**src/rtl/csam_div_pkg.sv**
```systemverilog
// ----------------------------------------------------------------------------
// csam_div_pkg
// Shared definitions for the sequential signed divider that inverts the
// 16x12 signed carry-save array multiplier.
//   AW_DEF : quotient width (multiplier A operand width)
//   BW_DEF : divisor / remainder width (multiplier B operand width)
//   PW_DEF : dividend width (multiplier product width)
//   state_t: controller states
// ----------------------------------------------------------------------------
package csam_div_pkg;

    localparam int AW_DEF = 16;
    localparam int BW_DEF = 12;
    localparam int PW_DEF = AW_DEF + BW_DEF;

    typedef enum logic [1:0] {
        IDLE = 2'd0,
        RUN  = 2'd1,
        FIX  = 2'd2,
        DONE = 2'd3
    } state_t;

endpackage : csam_div_pkg

```
**src/rtl/csam_div_step.sv**
```systemverilog
// ----------------------------------------------------------------------------
// csam_div_step
// One combinational restoring-division step on magnitudes.
//   rem_i  : partial remainder before the step (BW+1 bits, always < dmag_i)
//   bit_i  : next dividend bit, shifted in at the LSB
//   dmag_i : divisor magnitude (1 .. 2^(BW-1))
//   rem_o  : partial remainder after the step
//   q_o    : quotient bit produced by this step
// ----------------------------------------------------------------------------
module csam_div_step #(
    parameter int BW = 12
) (
    input  logic [BW:0]   rem_i,
    input  logic          bit_i,
    input  logic [BW-1:0] dmag_i,
    output logic [BW:0]   rem_o,
    output logic          q_o
);

    // The shifted remainder is below 2*dmag <= 2^BW and dmag <= 2^(BW-1), so
    // the trial difference lies in (-2^(BW-1), 2^BW); BW+2 bits hold it with
    // a trustworthy sign bit, even for the most negative divisor.
    logic [BW+1:0] diff_s;

    // Trial subtraction of the divisor magnitude from the shifted remainder.
    always_comb begin
        diff_s = {rem_i, bit_i} - {2'b00, dmag_i};
    end

    // Keep the difference when non-negative, otherwise restore the shifted value.
    always_comb begin
        if (diff_s[BW+1] == 1'b0) begin
            rem_o = diff_s[BW:0];
            q_o   = 1'b1;
        end else begin
            rem_o = {rem_i[BW-1:0], bit_i};
            q_o   = 1'b0;
        end
    end

endmodule : csam_div_step

```
**src/rtl/csam_divider.sv**
```systemverilog
// ----------------------------------------------------------------------------
// csam_divider
// Sequential signed divider: recovers the AW-bit signed quotient and BW-bit
// signed remainder from a PW-bit signed product and the BW-bit signed
// multiplier operand. Restoring division on magnitudes, one quotient bit per
// clock, valid/ready handshakes on both sides.
//   clk, reset    : rising-edge clock, asynchronous active-high reset
//   in_valid      : dividend/divisor valid (accepted while in_ready=1)
//   in_ready      : high only in IDLE
//   dividend      : PW-bit signed dividend
//   divisor       : BW-bit signed divisor
//   out_valid     : result registers valid (DONE)
//   out_ready     : consumer accepts the result
//   quotient      : AW-bit signed quotient, truncated toward zero
//   remainder     : BW-bit signed remainder, sign follows the dividend
//   overflow      : true quotient does not fit in AW signed bits
//   div_by_zero   : divisor was zero
// ----------------------------------------------------------------------------
module csam_divider
    import csam_div_pkg::*;
#(
    parameter  int AW = AW_DEF,
    parameter  int BW = BW_DEF,
    localparam int PW = AW + BW
) (
    input  logic          clk,
    input  logic          reset,
    input  logic          in_valid,
    output logic          in_ready,
    input  logic [PW-1:0] dividend,
    input  logic [BW-1:0] divisor,
    output logic          out_valid,
    input  logic          out_ready,
    output logic [AW-1:0] quotient,
    output logic [BW-1:0] remainder,
    output logic          overflow,
    output logic          div_by_zero
);

    localparam int CW = $clog2(PW);

    localparam logic [CW-1:0] CNT_LAST = CW'(PW - 1);
    localparam logic [CW-1:0] CNT_ONE  = {{(CW-1){1'b0}}, 1'b1};
    localparam logic [PW-1:0] PW_ONE   = {{(PW-1){1'b0}}, 1'b1};
    localparam logic [BW-1:0] BW_ONE   = {{(BW-1){1'b0}}, 1'b1};
    localparam logic [AW-1:0] AW_ONE   = {{(AW-1){1'b0}}, 1'b1};
    // Largest magnitude of a negative AW-bit quotient: 2^(AW-1).
    localparam logic [PW-1:0] QNEG_MAX = {{(PW-AW){1'b0}}, 1'b1, {(AW-1){1'b0}}};
    // Largest positive AW-bit quotient: 2^(AW-1)-1.
    localparam logic [PW-1:0] QPOS_MAX = QNEG_MAX - PW_ONE;

    // Controller and working registers.
    state_t          state_q, state_d;
    logic [PW-1:0]   work_q, work_d;     // dividend bits out at the top, quotient bits in at the bottom
    logic [BW:0]     prem_q, prem_d;     // partial remainder
    logic [BW-1:0]   dmag_q, dmag_d;     // divisor magnitude
    logic [CW-1:0]   count_q, count_d;
    logic            qsign_q, qsign_d;
    logic            rsign_q, rsign_d;
    logic            dbz_q, dbz_d;

    // Output registers.
    logic            in_ready_q, in_ready_d;
    logic            out_valid_q, out_valid_d;
    logic [AW-1:0]   quot_q, quot_d;
    logic [BW-1:0]   rem_q, rem_d;
    logic            ovf_q, ovf_d;
    logic            dbz_out_q, dbz_out_d;

    // Input magnitudes and step results.
    logic [PW-1:0]   dvd_mag_s;
    logic [BW-1:0]   dvs_mag_s;
    logic [BW:0]     step_rem_s;
    logic            step_q_s;
    logic            q_ovf_s;

    // Magnitudes of the raw inputs; the most negative value maps to 2^(W-1) exactly.
    always_comb begin
        if (dividend[PW-1] == 1'b1) begin
            dvd_mag_s = ~dividend + PW_ONE;
        end else begin
            dvd_mag_s = dividend;
        end
        if (divisor[BW-1] == 1'b1) begin
            dvs_mag_s = ~divisor + BW_ONE;
        end else begin
            dvs_mag_s = divisor;
        end
    end

    csam_div_step #(
        .BW (BW)
    ) u_step (
        .rem_i  (prem_q),
        .bit_i  (work_q[PW-1]),
        .dmag_i (dmag_q),
        .rem_o  (step_rem_s),
        .q_o    (step_q_s)
    );

    // Quotient range check on the full PW-bit magnitude (negative side allows one more).
    always_comb begin
        if (qsign_q == 1'b1) begin
            q_ovf_s = (work_q > QNEG_MAX);
        end else begin
            q_ovf_s = (work_q > QPOS_MAX);
        end
    end

    // Next-state and datapath control.
    always_comb begin
        state_d     = state_q;
        work_d      = work_q;
        prem_d      = prem_q;
        dmag_d      = dmag_q;
        count_d     = count_q;
        qsign_d     = qsign_q;
        rsign_d     = rsign_q;
        dbz_d       = dbz_q;
        in_ready_d  = in_ready_q;
        out_valid_d = out_valid_q;
        quot_d      = quot_q;
        rem_d       = rem_q;
        ovf_d       = ovf_q;
        dbz_out_d   = dbz_out_q;

        case (state_q)
            IDLE: begin
                if (in_valid == 1'b1) begin
                    work_d     = dvd_mag_s;
                    dmag_d     = dvs_mag_s;
                    qsign_d    = dividend[PW-1] ^ divisor[BW-1];
                    rsign_d    = dividend[PW-1];
                    prem_d     = '0;
                    count_d    = CNT_LAST;
                    in_ready_d = 1'b0;
                    if (divisor == '0) begin
                        dbz_d   = 1'b1;
                        state_d = FIX;
                    end else begin
                        dbz_d   = 1'b0;
                        state_d = RUN;
                    end
                end else begin
                    state_d = IDLE;
                end
            end

            RUN: begin
                work_d  = {work_q[PW-2:0], step_q_s};
                prem_d  = step_rem_s;
                count_d = count_q - CNT_ONE;
                if (count_q == '0) begin
                    state_d = FIX;
                end else begin
                    state_d = RUN;
                end
            end

            FIX: begin
                if (dbz_q == 1'b1) begin
                    quot_d    = '0;
                    rem_d     = '0;
                    ovf_d     = 1'b0;
                    dbz_out_d = 1'b1;
                end else begin
                    // Low AW bits of the negated magnitude equal the negation of its low AW bits.
                    if (qsign_q == 1'b1) begin
                        quot_d = ~work_q[AW-1:0] + AW_ONE;
                    end else begin
                        quot_d = work_q[AW-1:0];
                    end
                    // Final remainder is below the divisor magnitude, so it fits in BW-1 magnitude bits.
                    if (rsign_q == 1'b1) begin
                        rem_d = ~prem_q[BW-1:0] + BW_ONE;
                    end else begin
                        rem_d = prem_q[BW-1:0];
                    end
                    ovf_d     = q_ovf_s;
                    dbz_out_d = 1'b0;
                end
                out_valid_d = 1'b1;
                state_d     = DONE;
            end

            DONE: begin
                if (out_ready == 1'b1) begin
                    out_valid_d = 1'b0;
                    in_ready_d  = 1'b1;
                    state_d     = IDLE;
                end else begin
                    state_d = DONE;
                end
            end

            default: begin
                out_valid_d = 1'b0;
                in_ready_d  = 1'b1;
                state_d     = IDLE;
            end
        endcase
    end

    // State, working and output registers with asynchronous reset.
    always_ff @(posedge clk or posedge reset) begin
        if (reset) begin
            state_q     <= IDLE;
            work_q      <= '0;
            prem_q      <= '0;
            dmag_q      <= '0;
            count_q     <= '0;
            qsign_q     <= 1'b0;
            rsign_q     <= 1'b0;
            dbz_q       <= 1'b0;
            in_ready_q  <= 1'b1;
            out_valid_q <= 1'b0;
            quot_q      <= '0;
            rem_q       <= '0;
            ovf_q       <= 1'b0;
            dbz_out_q   <= 1'b0;
        end else begin
            state_q     <= state_d;
            work_q      <= work_d;
            prem_q      <= prem_d;
            dmag_q      <= dmag_d;
            count_q     <= count_d;
            qsign_q     <= qsign_d;
            rsign_q     <= rsign_d;
            dbz_q       <= dbz_d;
            in_ready_q  <= in_ready_d;
            out_valid_q <= out_valid_d;
            quot_q      <= quot_d;
            rem_q       <= rem_d;
            ovf_q       <= ovf_d;
            dbz_out_q   <= dbz_out_d;
        end
    end

    assign in_ready    = in_ready_q;
    assign out_valid   = out_valid_q;
    assign quotient    = quot_q;
    assign remainder   = rem_q;
    assign overflow    = ovf_q;
    assign div_by_zero = dbz_out_q;

endmodule : csam_divider

```
**config.mk**
```make
export PLATFORM = sky130hd
export DESIGN_NAME = csam_divider
export DESIGN_NICKNAME = d
export VERILOG_FILES = /design/src/rtl/csam_div_pkg.sv /design/src/rtl/csam_div_step.sv /design/src/rtl/csam_divider.sv
export SDC_FILE = /design/constraint.sdc
export NUM_CORES = 1
export LEC_CHECK = 0
export BUFFER_PORTS_ARGS = -buffer_cell sky130_fd_sc_hd__buf_2
export CAP_MARGIN = 10
export CORE_ASPECT_RATIO = 1.1
export CORE_UTILIZATION = 55
export DETAILED_ROUTE_END_ITERATION = 16
export PLACE_DENSITY = 0.76
export SLEW_MARGIN = 20
export SYNTH_ARGS = -nofsm -noshare
export SYNTH_HDL_FRONTEND = slang
export SYNTH_SLANG_ARGS = --single-unit
export TNS_END_PERCENT = 50
```
**constraint.sdc**
```tcl
create_clock -name clk -period 3.18 [get_ports clk]
set_clock_uncertainty 0.15 [all_clocks]
set_input_delay 0 -clock clk [delete_from_list [all_inputs] [get_ports clk]]
set_output_delay 0 -clock clk [all_outputs]
set_load 0.005 [all_outputs]
```
==> impl_metrics.py <==
metrics = {
    "status": {
        "status": "finished, final reports clean",
    },
    "synthesis": {
        "netlist_area_um2": 5978,
        "ys.warnings.count": 0,
        "synth_edf_count": 0,
        "syn_inst": 678,
        "synthDistinctLibCells": 59,
        "synth_ff_type": "dfrtp_1",
        "async_flop_share": 1.000,
        "synth-seq-area-share": 0.3979,
        "syn-num-nets": 741,
        "syn_area_per_cell_um2": 8.817,
        "ys_ff_latch": 95,
    },
    "timing": {
        "rsz0062_at_grt": "yes",
        "slew_headroom": 0.2974,
        "finalSetupViolations": 0,
        "layout_min_cycle_time_ns": 3.110,
        "worst_pin_slew_ns": 1.054,
        "setup_tns_ns": 0,
        "fmax_ghz": 0.3216,
        "slew_violations": 0,
        "final_hold_viol_count": 0,
        "period_share": 0.9779,
    },
    "routing": {
        "drt_iter0_markers": 487,
        "final_antenna_net_count": 0,
        "wire_per_inst_um": 16.53,
        "via_per_inst": 5.982,
        "dr.pass1.iters": 8,
        "wl_um": 15670,
        "via_count": 5671,
        "drc_errors": 0,
    },
    "global_route": {
        "antenna_found_initial": 1,
        "globalRoute.totalOverflow": 0,
        "grt_max_degree": 45,
        "grt.total_usage": 0.2960,
        "grt_pass1_vias": 5549,
        "grt_pass1_wl_um": 26510,
    },
    "cells_and_area": {
        "final_common_cell": "nand2_1",
        "fillers": 805,
        "areaGrowthSynthToFinish_pct": 23.48,
        "multi_input_area_um2": 3395,
        "drive_gt1_frac": 0.1580,
        "postLayoutCellArea_um2": 7382,
        "mostFrequentLayoutCells": "nand2_1 (98), dfrtp_1 (94), o21ai_0 (76)",
        "register_area_um2": 2379,
        "nNetsFinal": 862,
    },
    "cts": {
        "cts_tree": "built",
        "root_buffer": "clkbuf_16",
        "path_clk_slew_ns": 0.06,
        "htree_num_levels": 3,
        "clk_latency_ns": 0.35,
        "cts_num_sinks": 95,
        "cts_buffer_depth": 2,
        "cts-buffers-inserted": 9,
    },
    "die": {
        "die_area_um2": 11290,
        "core_area_um2": 10490,
        "rows": 39,
        "fp.dieW_um": 101.4,
        "io_pins": 76,
        "die_h_um": 111.3,
        "initial_core_util": 0.5698,
    },
    "power": {
        "cellPowerDensity_nw_per_um2": 1037,
        "ir_drop_v": 0.0007025,
        "cellLeakagePower_nw": 3.289,
    },
    "placement": {
        "dp_hpwl_um": 10390,
        "port_buffers": 75,
        "gp_congestion": 0.8732,
        "placed_area_um2": 6505,
    },
    "critical_path": {
        "crit_type": "in2reg",
        "worst_ep_arrival_time_ns": 3.19,
        "cp-start-kind": "primary input",
        "cp_data_required_time_ns": 3.26,
        "r2r_setup_slack_ns": 0.27,
        "worstSetupEndpointType": "flop",
        "path_max_fanout": 6,
    },
    "worst_hold_path": {
        "worst_hold_path_type": "in2reg",
    },
    "job": {
        "drv_cap": 0,
    },
}
[kinds of logic after synthesis]
group / count (synthesis) / share of synthesized area
compound gates: 195 / 0.2112
xor+xnor: 56 / 0.08204
fa+ha+maj: 19 / 0.04102
buf+inv: 64 / 0.04165
flops: 95 / 0.3979
mux: 18 / 0.03056
simple gates: 231 / 0.1957
[worst paths after layout]
path,endpoint,cells past startpoint,from
max in group asynchronous,in_ready,4,reset
min in group asynchronous,remainder[6],3,reset
worst max register to register,prem_q[9],8,prem_q[0]
worst max-delay path,work_q[23],9,dividend[9]
worst min register to register,remainder[7],2,remainder[7]
worst min-delay path,work_q[5],4,dividend[4]
[per-layer routing]
| metal | track usage | vias to the layer above | share of wire | wire, µm |
|---|---|---|---|---|
| met2 | 0.4794 | 274 | 0.49 | 7604 |
| li1 | - | 2700 | - | - |
| met5 | 0 | - | 0 | 0 |
| met1 | 0.3818 | 2646 | 0.42 | 6528 |
| met3 | 0.05148 | 51 | 0.063 | 986 |
| met4 | 0.1430 | 0 | 0.035 | 550 |
[sequential cells by signal, indices dropped and copies added, names as in the netlist]
register and flops:
work_q 28, quotient 16, prem_q 13, dmag_q 12, remainder 12, count_q 5
state_q 2, dbz_q 1, div_by_zero 1, in_ready 1, out_valid 1, overflow 1
qsign_q 1, rsign_q 1
[metrics by stage]
step | utilization | total power (W) | std cells | hold slack (ns) | setup WS (ns)
finish | 0.7036 | 0.007652 | 948 | 0.04150 | 0.07043
global route | 0.7036 | 0.008311 | 948 | 0.07097 | -0.02211
CTS | 0.6997 | 0.007602 | 947 | 0.004972 | 0.01578
detailed placement | 0.6200 | 0.006426 | 875 | -0.01608 | 0.3367
global placement | 0.6200 | 0.006265 | 875 | -0.01891 | 0.3849
floorplan | - | 0.005255 | 678 | -0.04247 | 0.5546
[cell type report]
cell class	count	share of cell area
diodes	1	0.0003390
clock inverters	5	0.005763
inverters	28	0.01441
well taps	143	0.02424
flip-flops and latches	95	0.3222
repair buffers	146	0.1417
clock buffers	11	0.03153
multi-input cells	519	0.4598
[where the power goes]
part | leakage [nW] | switching, W | internal [W]
Sequential | 1.18 | 0.000551 | 0.00180
Combinational | 1.98 | 0.00241 | 0.00188
Clock | 0.130 | 0.000476 | 0.000538
Total | 3.29 | 0.00343 | 0.00422
[Yosys cell counts, drive strengths merged, types with 16 or more instances]
library cell  count  area share
a21oi            17       0.014
a22oi            25       0.031
clkbuf           32       0.020
dfrtp            94        0.39
ha               18       0.038
inv              28       0.018
mux2i            16       0.027
nand2            98       0.062
nand3            23       0.019
nor2             22       0.014
o211ai           18       0.023
o21ai            76       0.064
o31ai            19       0.024
xor2             43       0.063
[worst max-delay path, cell delays in order]
cell	delay (ns)
dlygate4sd3_1	0.53
buf_2	0.15
or4_4	0.43
or3_4	0.41
or4_4	0.59
nor4_4	0.17
mux2i_1	0.24
o211ai_2	0.08
dlygate4sd3_1	0.57
[what timing repair did]
item / CTS / global route
endpoints found under the hold margin: 87 / 0
hold buffers: 56 / 0
buffers inserted: 0 / 1
gates resized for setup: 0 / 7
setup endpoints to repair: 0 / 4
Power figures use the tool's default switching activity.
